[src/rtl/qedmma_fp_divsqrt.sv]
// Iterative fixed-point divide / square-root unit with tag pass-through.
// QEDMMA_DIVSQRT_ROUND_EN: round-to-nearest with one extra iteration cycle.
module qedmma_fp_divsqrt #(
  parameter int DATA_WIDTH = 32,
  parameter int FRAC_BITS  = 16,
  parameter int TAG_W      = 3
) (
  input  logic                  clk,
  input  logic                  rst_n,
  input  logic                  in_valid,
  output logic                  in_ready,
  input  logic                  in_mode,
  input  logic [DATA_WIDTH-1:0] in_a,
  input  logic [DATA_WIDTH-1:0] in_b,
  input  logic [TAG_W-1:0]      in_tag,
  output logic                  out_valid,
  input  logic                  out_ready,
  output logic [DATA_WIDTH-1:0] out_result,
  output logic [TAG_W-1:0]      out_tag,
  output logic                  out_div0,
  output logic                  out_neg,
  output logic                  out_ovf
);

  localparam int DW = DATA_WIDTH;
  localparam int M  = DATA_WIDTH + FRAC_BITS;
`ifdef QEDMMA_DIVSQRT_ROUND_EN
  localparam int RND = 1;
`else
  localparam int RND = 0;
`endif
  localparam int QW = M + RND;
  localparam int MW = M + 1;
  localparam int NS = (M + 1) / 2;
  localparam int SW = 2 * NS;
  localparam int RW = NS + 2;
  localparam int CW = $clog2(QW + 2);

  localparam logic [DW-1:0] MAXV = {1'b0, {(DW-1){1'b1}}};
  localparam logic [DW-1:0] MINV = {1'b1, {(DW-1){1'b0}}};
  localparam logic [MW-1:0] LIM  = MW'(1) << (DW - 1);

  typedef enum logic [2:0] {
    S_IDLE,
    S_PREP,
    S_ITER,
    S_POST,
    S_DONE
  } state_t;

  state_t state_q, state_d;
  logic live_q;

  logic mode_q, mode_d;
  logic sign_q, sign_d;
  logic [DW-1:0] a_q, a_d;
  logic [DW-1:0] b_q, b_d;
  logic [TAG_W-1:0] tag_q, tag_d;
  logic [CW-1:0] cnt_q, cnt_d;

  logic [QW-1:0] dq_q, dq_d;
  logic [DW-1:0] rem_q, rem_d;
  logic [SW-1:0] rad_q, rad_d;
  logic [NS-1:0] root_q, root_d;
  logic [RW-1:0] srem_q, srem_d;

  logic [DW-1:0] res_q, res_d;
  logic [TAG_W-1:0] otag_q, otag_d;
  logic div0_q, div0_d;
  logic neg_q, neg_d;
  logic ovf_q, ovf_d;

  logic [DW-1:0] abs_a, abs_b;
  logic [QW-1:0] dvd;
  logic [DW:0] rem_sh;
  logic div_ge;
  logic [DW-1:0] rem_nx;
  logic [RW+1:0] sq_tmp, sq_trial;
  logic sq_ge;
  logic [RW-1:0] srem_nx;
  logic sq_step;
  logic [MW-1:0] mag;
  logic div_sat;
  logic [DW-1:0] mag_lo, div_val;
  logic [NS-1:0] root_fin;
  logic [DW-1:0] sq_val;

  assign in_ready  = live_q && (state_q == S_IDLE);
  assign out_valid = (state_q == S_DONE);
  assign out_result = res_q;
  assign out_tag   = otag_q;
  assign out_div0  = div0_q;
  assign out_neg   = neg_q;
  assign out_ovf   = ovf_q;

  assign abs_a = a_q[DW-1] ? -a_q : a_q;
  assign abs_b = b_q[DW-1] ? -b_q : b_q;
  // Extra low zero bit in round mode yields the half-LSB quotient bit.
  assign dvd   = QW'({abs_a, {FRAC_BITS{1'b0}}}) << RND;

  assign rem_sh = {rem_q, dq_q[QW-1]};
  assign div_ge = rem_sh >= {1'b0, b_q};
  assign rem_nx = div_ge ? DW'(rem_sh - {1'b0, b_q})
                         : DW'(rem_sh);

  assign sq_tmp   = {srem_q, rad_q[SW-1 -: 2]};
  assign sq_trial = {2'b00, root_q, 2'b01};
  assign sq_ge    = sq_tmp >= sq_trial;
  assign srem_nx  = sq_ge ? RW'(sq_tmp - sq_trial)
                          : RW'(sq_tmp);

`ifdef QEDMMA_DIVSQRT_ROUND_EN
  assign sq_step  = (cnt_q != CW'(1));
  assign mag      = {1'b0, dq_q[QW-1:1]} + MW'(dq_q[0]);
  assign root_fin = root_q + NS'(srem_q > RW'(root_q));
`else
  assign sq_step  = 1'b1;
  assign mag      = {1'b0, dq_q};
  assign root_fin = root_q;
`endif

  assign div_sat = sign_q ? (mag > LIM) : (mag >= LIM);
  assign mag_lo  = mag[DW-1:0];
  assign div_val = sign_q ? -mag_lo : mag_lo;
  assign sq_val  = DW'(root_fin);

  always_ff @(posedge clk or negedge rst_n) begin
    if (!rst_n) begin
      state_q <= S_IDLE;
      live_q  <= 1'b0;
      mode_q  <= 1'b0;
      sign_q  <= 1'b0;
      a_q     <= '0;
      b_q     <= '0;
      tag_q   <= '0;
      cnt_q   <= '0;
      dq_q    <= '0;
      rem_q   <= '0;
      rad_q   <= '0;
      root_q  <= '0;
      srem_q  <= '0;
      res_q   <= '0;
      otag_q  <= '0;
      div0_q  <= 1'b0;
      neg_q   <= 1'b0;
      ovf_q   <= 1'b0;
    end else begin
      state_q <= state_d;
      live_q  <= 1'b1;
      mode_q  <= mode_d;
      sign_q  <= sign_d;
      a_q     <= a_d;
      b_q     <= b_d;
      tag_q   <= tag_d;
      cnt_q   <= cnt_d;
      dq_q    <= dq_d;
      rem_q   <= rem_d;
      rad_q   <= rad_d;
      root_q  <= root_d;
      srem_q  <= srem_d;
      res_q   <= res_d;
      otag_q  <= otag_d;
      div0_q  <= div0_d;
      neg_q   <= neg_d;
      ovf_q   <= ovf_d;
    end
  end

  always_comb begin
    state_d = state_q;
    mode_d  = mode_q;
    sign_d  = sign_q;
    a_d     = a_q;
    b_d     = b_q;
    tag_d   = tag_q;
    cnt_d   = cnt_q;
    dq_d    = dq_q;
    rem_d   = rem_q;
    rad_d   = rad_q;
    root_d  = root_q;
    srem_d  = srem_q;
    res_d   = res_q;
    otag_d  = otag_q;
    div0_d  = div0_q;
    neg_d   = neg_q;
    ovf_d   = ovf_q;
    unique case (state_q)
      S_IDLE: begin
        if (in_valid && in_ready) begin
          mode_d  = in_mode;
          a_d     = in_a;
          b_d     = in_b;
          tag_d   = in_tag;
          state_d = S_PREP;
        end
      end
      S_PREP: begin
        sign_d  = a_q[DW-1] ^ b_q[DW-1];
        b_d     = abs_b;
        dq_d    = dvd;
        rem_d   = '0;
        rad_d   = SW'({a_q, {FRAC_BITS{1'b0}}});
        root_d  = '0;
        srem_d  = '0;
        cnt_d   = mode_q ? CW'(NS + RND) : CW'(QW);
        state_d = S_ITER;
      end
      S_ITER: begin
        cnt_d = cnt_q - 1'b1;
        if (!mode_q) begin
          dq_d  = {dq_q[QW-2:0], div_ge};
          rem_d = rem_nx;
        end else if (sq_step) begin
          rad_d  = rad_q << 2;
          root_d = {root_q[NS-2:0], sq_ge};
          srem_d = srem_nx;
        end
        if (cnt_q == CW'(1)) begin
          state_d = S_POST;
        end
      end
      S_POST: begin
        otag_d = tag_q;
        div0_d = 1'b0;
        neg_d  = 1'b0;
        ovf_d  = 1'b0;
        if (!mode_q) begin
          if (b_q == '0) begin
            div0_d = 1'b1;
            res_d  = a_q[DW-1] ? MINV : MAXV;
          end else if (div_sat) begin
            ovf_d = 1'b1;
            res_d = sign_q ? MINV : MAXV;
          end else begin
            res_d = div_val;
          end
        end else if (a_q[DW-1]) begin
          neg_d = 1'b1;
          res_d = '0;
        end else begin
          res_d = sq_val;
        end
        state_d = S_DONE;
      end
      S_DONE: begin
        if (out_ready) begin
          state_d = S_IDLE;
        end
      end
      default: state_d = S_IDLE;
    endcase
  end

endmodule

[config.mk]
export PLATFORM = sky130hd
export DESIGN_NAME = qedmma_fp_divsqrt
export DESIGN_NICKNAME = d
export VERILOG_FILES = /design/src/rtl/qedmma_fp_divsqrt.sv
export SDC_FILE = /design/constraint.sdc
export NUM_CORES = 1
export LEC_CHECK = 0
export ABC_AREA = 1
export BUFFER_PORTS_ARGS = -buffer_cell sky130_fd_sc_hd__buf_2
export CORE_MARGIN = 5
export CORE_UTILIZATION = 40
export DETAILED_ROUTE_END_ITERATION = 7
export HOLD_SLACK_MARGIN = 0.12
export SLEW_MARGIN = 20
export SYNTH_ARGS = -nofsm -noshare
export SYNTH_HDL_FRONTEND = slang
export SYNTH_SLANG_ARGS = --single-unit
[constraint.sdc]
create_clock -name clk -period 6.76 [get_ports clk]
set_clock_uncertainty 0.1 [all_clocks]
set_input_delay 0.338 -clock clk [delete_from_list [all_inputs] [get_ports clk]]
set_output_delay 0.338 -clock clk [all_outputs]
set_load 0.02 [all_outputs]
Yosys cells after proc, flatten, opt, wreduce, memory -nomap -nowiden. Cells that the tools add are included. W data, S select, Z words.

Add/subtract/negate cells: 6. Magnitude comparators: 4. Equality and inequality tests: 11. Multiplexer cells: 37. Bitwise gates (word level): 1. Reductions and logical operators: 12.

Operators with widths (number): $mux W32 (11); $pmux W48 S2 (2); $pmux W32 S2 (2); $mux W48 (2); $neg A32 Y32 (3); $mux W26 (2); $pmux W26 S2 (1); $ge A48 B32 Y1 const B (1); $gt A48 B32 Y1 const B (1); $mux W24 (2); $pmux W24 S2 (1); $ge A33 B32 Y1 (1); $logic_not A32 Y1 (1); $sub A32 B32 Y32 (1); $ge A28 B26 Y1 (1); $sub A26 B26 Y26 (1); $pmux W3 S5 (1); $pmux W6 S2 (1); $mux W3 (3); $mux W1 (8); $ne A2 B2 Y1 const B (4); $reduce_and A2 Y1 (4); $eq A3 B2 Y1 const B (2); $eq A6 B1 Y1 const B (1); other kinds (10) (14).

Flip-flop bits (word level): 295. Output and inout bits: 40.

Logic depth before layout (Yosys ltp). Gate-level depths: netlist (run 1).

Depth in word-level cells: 5. Mapped depth: 16. Gate-level depth less buffers: 16.

Worst setup path after synthesis (run 1). Ideal clock, no wire load.

Path type: reg-to-reg. Start point: register b_q[0]. End point: register rem_q[30]. Library setup time: 116 ps. Arrival: 1991 ps. Data required time: 6544 ps. Slack: 4553 ps. Cell stages (with the launch flop): 11. Path buffers: 0. Clock period less this slack: 2207 ps. Cell sequence: dfrtp_1 > ha_1 > fa_1 > nor3_1 > nor2_1 > o21ai_0 > nand3_1 > nand3_1 > nand3_1 > nand2_1 > nand2_1.

Longest elaborated chain between the ends: 4. Elaborated cells on any way between the ends: 5.

RTL lines: start: declaration (RTL line 57) `logic [DW-1:0] b_q, b_d;`; start signal: assignment (RTL line 134) `b_q <= '0;`; start signal: assignment (RTL line 153) `b_q <= b_d;`; $sub A32 B32 Y32 / $ge A33 B32 Y1 (equally long branches) (RTL line 103, 102); $mux W32 * (RTL line 103) `assign rem_nx = div_ge ? DW'(rem_sh - {1'b0, b_q})`; $mux W32 * (RTL line 210) `if (!mode_q) begin`; $pmux W32 S2 * (RTL line 187) `unique case (state_q)`; end signal: assignment (RTL line 157) `rem_q <= rem_d;`; end: declaration (RTL line 62) `logic [DW-1:0] rem_q, rem_d;`.

Every way passes the cells marked *; elsewhere a longest branch is shown, timed or not. The select of a mux whose other input is x is not followed. A chain may end at the register's enable or synchronous reset.

Worst setup path after layout (run 1).
Start point: register state_q[2]. End point: register dq_q[37].

Longest elaborated chain between the ends: 3. Elaborated cells on any way between the ends: 6.

RTL lines: start: declaration (RTL line 51) `state_t state_q, state_d;`; start signal: assignment (RTL line 148) `state_q <= state_d;`; $eq A3 B2 Y1 / $eq A3 B1 Y1 (equally long branches) (RTL line 187); $ne A2 B2 Y1 (no line) / $reduce_bool A2 Y1 (equally long branches); $reduce_and A2 Y1 (no line); end signal: assignment (RTL line 156) `dq_q <= dq_d;`; end: declaration (RTL line 61) `logic [QW-1:0] dq_q, dq_d;`.

Parallel ways exist; a longest one is shown, timed or not.

==> results of run 1 <==
## through the flow
stage / hold slack, ns / cell area, um^2 / power (mW)
after floorplan: -0.0576 / 18600 / 6.76
after global placement: 0.244 / 19600 / 8.25
after detailed placement: 0.251 / 19600 / 8.29
after CTS: 0.130 / 21500 / 10.3
after global routing: 0.124 / 21500 / 11.2
final: 0.126 / 21500 / 10.3
## area by class of cell
cell class | instances | area share [%]
multi-input cells | 1990 | 47.2
flip-flops and latches | 279 | 32.5
repair buffers | 193 | 6.31
inverters | 279 | 4.88
clock buffers | 49 | 4.80
well taps | 607 | 3.54
clock inverters | 15 | 0.752
## sequential cells by signal, summed over array words and instances, names as in the netlist
register    cells
dq_q           48
a_q            32
b_q            32
out_result     32
rad_q          32
rem_q          32
srem_q         26
root_fin       24
cnt_q           6
out_tag         3
state_q         3
tag_q           3
live_q          1
mode_q          1
out_div0        1
out_neg         1
out_ovf         1
sign_q          1
## where the power goes
part	internal, mW	total [mW]	switching, mW
logic	1.74	5.50	3.77
registers	2.31	2.86	0.557
clock network	1.18	1.96	0.778
## layer usage
metal | track usage (%) | wire length, um | up-vias
met5 | 0 | 20 | -
met1 | 33.0 | 27700 | 8851
met3 | 3.70 | 3790 | 129
li1 | - | - | 9058
met2 | 39.3 | 28600 | 611
met4 | 10.5 | 2840 | 2
## worst min-delay path by stage
| stage | from | to | slack [ns] | cells past startpoint |
|---|---|---|---|---|
| finish | in_b[19] | b_q[19] | 0.13 | 3 |
| global route | in_b[19] | b_q[19] | 0.12 | 3 |
| CTS | in_b[19] | b_q[19] | 0.13 | 3 |
| detailed placement | rst_n | tag_q[0] | 0.25 | 1 |
| global placement | rst_n | out_tag[0] | 0.24 | 1 |
| floorplan | rst_n | a_q[0] | -0.06 | 0 |
## critical path, cell delays in order, from the launching register on
cell and delay [ns]:
dfrtp_1 0.45, nor3_4 0.41, inv_2 0.45, nand2_2 0.17, buf_4 0.52, inv_2 0.60
a221oi_1 0.40, a22oi_1 0.12
## cells by family (layout without fill, tap and decap cells)
logic type | Yosys count | in the layout | share of synthesized area (%)
adders and majority gates | 64 | 64 | 4.34
AOI/OAI and AO/OA | 539 | 539 | 16.2
DFF | 279 | 279 | 37.5
other | 1 | 1 | 0.0201
and+or+nand+nor | 1321 | 1321 | 30.4
buffers and inverters | 381 | 536 | 8.29
muxes | 13 | 13 | 0.779
xor gates and xnor gates | 52 | 52 | 2.44
## cells in the mapped netlist, types with 6 or more instances
master    number  area, um^2
o21bai_1       7        52.6
o21ai_1       40         200
nor4_1         8        50.1
xnor2_1       26         228
dfrtp_1      279        6980
mux2_2        12         135
a21o_1         8        60.1
o211ai_1       7        52.6
a22oi_1       32         240
inv_1        259         972
o21ai_0      171         856
buf_4         12        90.1
nand2_2        6        37.5
a31oi_1       29         181
nor2_1       307        1150
nor3_1        31         155
xor2_1        26         228
ha_1          63         788
nor3_2         7        70.1
nand3_1      184         921
buf_2         32         160
o22ai_1       41         257
inv_2         17        63.8
clkbuf_1      49         184
nand3b_1      14         105
nand2_1      682        2560
nand4_1       46         288
a21oi_1      172         861
nor2_2        12        75.1
==> impl_results.md, run 1 <==
* CTS tree: yes
* Root buffer cell: clkbuf_16
* Pin count of the biggest net entering global routing at 77
* Crit Path Max Fanout at 62
* Status: finished clean
* Crit. Startpoint: state_q[2]
* Pre-CTS WS at 3.27 ns
* Filler cells at 4723
* Synthesized area at 0.0186 mm^2
* N_diodes at 0
* First-pass GRT wire length at 100 mm
* Clock sinks at 279
* Hold Path Class: in -> reg
* Seq. cell area at 0.00698 mm^2
* #FFs+latches synth at 279
* Setup TNS at 0 ns
* Syn nets at 2786
* Port bufs at 111
* DRT antenna net count at 0
* Cell row count at 79
* Final setup vio count at 0
* Final #Nets at 2915
* Die width at 226 um
* Starting Density at 40.2%
* First-pass detailed-route iteration total at 6
* Final WL at 62.9 mm
* Post-CTS Setup Bufs at 0
* Final std cells w/o fill at 3412
* Async set-reset flop share out of synthesis at 100%
* Register-to-Register Setup Slack at 3.33 ns
* H-tree lvl count at 2
* Most frequent cells in the layout: nand2_1, nor2_1, dfrtp_1, inv_1, nand3_1
* Unrepaired setup endpoints after global routing: no
* Fin. max-slew vios at 0
* CP Class: reg -> reg
* CP Capture Point: dq_q[37]
* Critical Path Start Type: flop
* Fmax at 0.292 GHz
* GPL Wtd Cong at 0.965
* Clock Pin Slew Worst Setup and Hold Paths at 0.06 ns
* GRT overflow at 0
* Hold Violations, Final at 0
* CTS Hold Bufs at 68
* Layout area overhead at 15.1%
* Worst VDD drop at 0.284 mV
* DP HPWL at 46.2 mm
* Commonest non-fill, non-tap cell in the layout: nand2_1
* Worst Tran Pin Value at 1.03 ns
* Crit path required time at 7.04 ns
* Origin of the critical flop-to-flop path: state_q[2]
* PostCTS Resize Cnt at 0
* Min setup slack post-route at 3.33 ns
* Seq/Total Area, Yosys at 37.5%
* Total CTS buffers at 36
* RR Endpoint: dq_q[37]
* # DRC at 0
* Synthesis Warnings at 0
* 1st-iter DRT viols at 1749
* Vias in the first global route at 18200
* GRT Total Usage at 24.5%
* Core area at 0.0464 mm^2
* Leak pwr at 10.4 nW
* Share of layout cells above drive strength 1 at 9.45%
* Critical Path Sink Type: flop
* Via count at 18700
* Average size of a mapped cell at 7.03 um^2
* Max_slew headroom at 31.4%
* Number of distinct library cells after synthesis at 62
* Worst EP arrival at 3.71 ns
* Post-route clock period utilization at 50.7%
* Total die area at 0.0510 mm^2
* WL/cell at 18.4 um
* Power Dens Cells at 481 mW/mm^2
* Final core occ at 46.3%
* EDFF count, synth at 0
* Synth Flop Type: dfrtp_1
* Routed vias/inst at 5.47
* Die Height at 226 um
* Clock Path Buffers at 3
* Placed Instances at 3280
* Cell count after synthesis at 2650
* Max-cap violations at 0
* Fin crit period at 3.43 ns
* Worst R2R Path Depth at 7
* Clock latency on the worst-skew pair at 0.55 ns
* Initial antenna violation count at 2
* Multi-input gate area at 0.0101 mm^2
* IO Pins at 112
No activity file was read; power rests on OpenSTA's default activity.
==> inputs of run 2 (changes only) <==
--- a/config.mk
+++ b/config.mk
@@ -5,7 +5,7 @@
 export SDC_FILE = /design/constraint.sdc
 export NUM_CORES = 1
 export LEC_CHECK = 0
-export ABC_AREA = 1
+export ABC_AREA = 0
 export BUFFER_PORTS_ARGS = -buffer_cell sky130_fd_sc_hd__buf_2
 export CORE_MARGIN = 5
 export CORE_UTILIZATION = 40
==> constraint.sdc (replaced) <==
create_clock -name clk -period 3.1 [get_ports clk]
set_clock_uncertainty 0.1 [all_clocks]
set_input_delay 0.155 -clock clk [delete_from_list [all_inputs] [get_ports clk]]
set_output_delay 0.155 -clock clk [all_outputs]
set_load 0.02 [all_outputs]
==> run 2 against run 1 <==
- via count is 13% lower
- sequential cell count stayed put
- combinational power grew to 2.7 times the previous value
- area after synthesis is 8.7% lower
- synthesized cell count is 22% lower
- cell count is 16% lower
- first-iteration DRC count is 30% lower
- sequential share of layout area is 0.65 points higher
- critical path depth is 1 higher
- largest cell class unchanged
==> impl_results.md, run 2 <==
* Share of layout cells above drive strength 1 at 16.7%
* Most Crowded Layer GR: met2
* Core area at 0.0420 mm^2
* Cell taking the most area after synthesis: dfrtp_1
* Clock latency on the worst-skew pair at 0.56 ns
* Most frequent cells after synthesis: nand2_1, dfrtp_1, o21ai_0, a21oi_1, nor2_1
* Worst R2R Path Depth at 8
* Commonest non-fill, non-tap cell in the layout: nand2_1
* Clock Path Buffers at 3
* Fin. max-slew vios at 0
* DP HPWL at 38.5 mm
* Crit path required time at 3.44 ns
* RR Endpoint: out_result[15]
* Max stage delay on crit path at 0.55 ns
* Number of distinct library cells after synthesis at 73
* GR met3 Demand/Resource at 3.18%
* Worst Hold Depth at 6
* Slowest stage cell on the critical path: or4_4
* Crit. Startpoint: dq_q[9]
* Worst VDD drop at 0.403 mV
* Seq/Total Area, Yosys at 41.0%
* Final setup vio count at 0
* Synth Flop Type: dfrtp_1
* Fmax at 0.337 GHz
* Vias in the first global route at 15700
* Area share of the largest cell type after synthesis at 41.0%
* Clock Pin Slew Worst Setup and Hold Paths at 0.06 ns
* Crit path cell chain: or4_4 > or3_4 > or3_1 > or4_4 > a31o_2 > a21oi_1 > o32a_1 > o21ai_2
* GPL Wtd Cong at 0.889
* Die Height at 216 um
* CP bufs+invs at 0
* Async set-reset flop share out of synthesis at 100%
* H-tree lvl count at 2
* Leak pwr at 9.75 nW
* Max-cap violations at 0
* Clock sinks at 279
* HP Start: in_valid
* Routed vias/inst at 5.63
* Hold Violations, Final at 0
* Register-to-Register Setup Slack at 0.13 ns
* Synth area leaders: dfrtp_1, nand2_1, o21ai_0
* Hold Path Class: in -> reg
* Final #Nets at 2442
* IO Pins at 112
* # DRC at 0
* Met1 Use GR at 31.1%
* Average size of a mapped cell at 8.27 um^2
* Power Dens Cells at 1200 mW/mm^2
* WL/cell at 18.8 um
* Filler cells at 3982
* Root buffer cell: clkbuf_16
* First-pass detailed-route iteration total at 5
* Max_slew headroom at 50.7%
* Total die area at 0.0468 mm^2
* Critical Path Sink Type: flop
* Worst EP arrival at 3.30 ns
* Starting Density at 40.5%
* Setup TNS at 0 ns
* Layout area overhead at 23.7%
* Die width at 216 um
* Max reg flops at 48
* Syn nets at 2193
* Total CTS buffers at 34
* CTS tree: yes
* Status: finished clean
* 1st-iter DRT viols at 1226
* CP delay by family, top: simple AND/OR/NAND/NOR gates
* Via count at 16100
* #FFs+latches synth at 279
* Port bufs at 111
* Worst Tran Pin Value at 0.738 ns
* Synthesis Warnings at 0
* Cell row count at 75
* CP Capture Point: out_result[15]
* Cell count after synthesis at 2057
* CP Class: reg -> reg
* Global Route met2 Usage at 36.5%
* GRT overflow at 0
* First-pass GRT wire length at 85.8 mm
* Origin of the critical flop-to-flop path: dq_q[9]
* Fin crit period at 2.97 ns
* Crit Path Max Fanout at 4
* Initial antenna violation count at 1
* Levels on crit path at 8
* Synthesized area at 0.0170 mm^2
* Final WL at 53.9 mm
* Most frequent cells in the layout: nand2_1, dfrtp_1, o21ai_0, buf_4, a21oi_1
* Post-route clock period utilization at 95.7%
* DRT antenna net count at 0
* GRT Total Usage at 22.3%
* Top-count cell post-synth: nand2_1
* Largest Register: dq_q
* EDFF count, synth at 0
* Final core occ at 50.0%
* Crit path top cell by count: or4_4
* Pin count of the biggest net entering global routing at 85
* Critical Path Start Type: flop
-- run 2: cell count changes after synthesis, sizes merged, moves of 27 or more --
cell    before  now
nand2      693  353
a22oi       32    5
buf         53   21
clkbuf      49  107
nor2       324  143
nand3      187   99
mux2i        1   33
inv        276   87
a21oi      174  146
-- run 2: final cells by class --
class,instances,area [um^2],area share (%)
Antenna cell,1,2.50,0.0119
Clock buffer,50,1000,4.76
Clock inverter,9,98.8,0.470
Timing Repair Buffer,341,2530,12.0
Sequential cell,279,6980,33.2
Multi-Input combinational cell,1563,9420,44.8
Tap cell,539,674,3.21
Inverter,87,327,1.55
-- run 2: per-stage QoR --
step	hold WS [ns]	worst slack [ns]	power, mW	instance area (um^2)	std cells
CTS	0.134	0.00105	24.9	20800	2861
finish	0.153	0.134	25.2	21000	2869
global route	0.179	-0.0156	27.2	21000	2868
floorplan	-0.241	0.0725	16.1	17000	2057
global placement	0.0943	0.0518	20.5	19000	2730
detailed placement	0.0972	-0.000766	20.7	19000	2730
-- run 2: how the worst min path moves through the flow --
stage | end | slack (ns)
floorplan | a_q[0] | -0.24
global placement | root_fin[6] | 0.09
detailed placement | root_fin[6] | 0.1
CTS | b_q[26] | 0.13
global route | b_q[7] | 0.18
finish | b_q[26] | 0.15
-- run 2: kinds of logic after synthesis --
group,synth area share [%]
and+or+nand+nor,20.6
AOI/OAI and AO/OA,21.4
DFF,41.0
buffers and inverters,4.85
xor gates and xnor gates,5.30
adders and majority gates,4.75
muxes,2.07
other,0.0220
-- run 2: worst min-delay path: cells and delay by family --
family          cells  cell delay (ns)
buf+inv             2             0.32
compound gates      2             0.17
simple gates        2             0.11
-- run 2: routing by layer --
metal,up-vias,wire length (um)
li1,7809,-
met1,7816,24800
met2,450,25000
met3,73,2860
met4,0,1220
met5,-,0
-- run 2: power breakdown --
group	internal [mW]	switching, mW
clock	2.33	1.67
combinational	6.22	8.47
sequential	5.15	1.37
total	13.7	11.5
-- run 2: repair_timing --
action,CTS,global route
endpoints found under the hold margin,321,0
hold buffers,72,0
pin swaps,0,9
endpoints found under the setup margin,4,66
gates resized for setup,2,48
buffers inserted,0,7
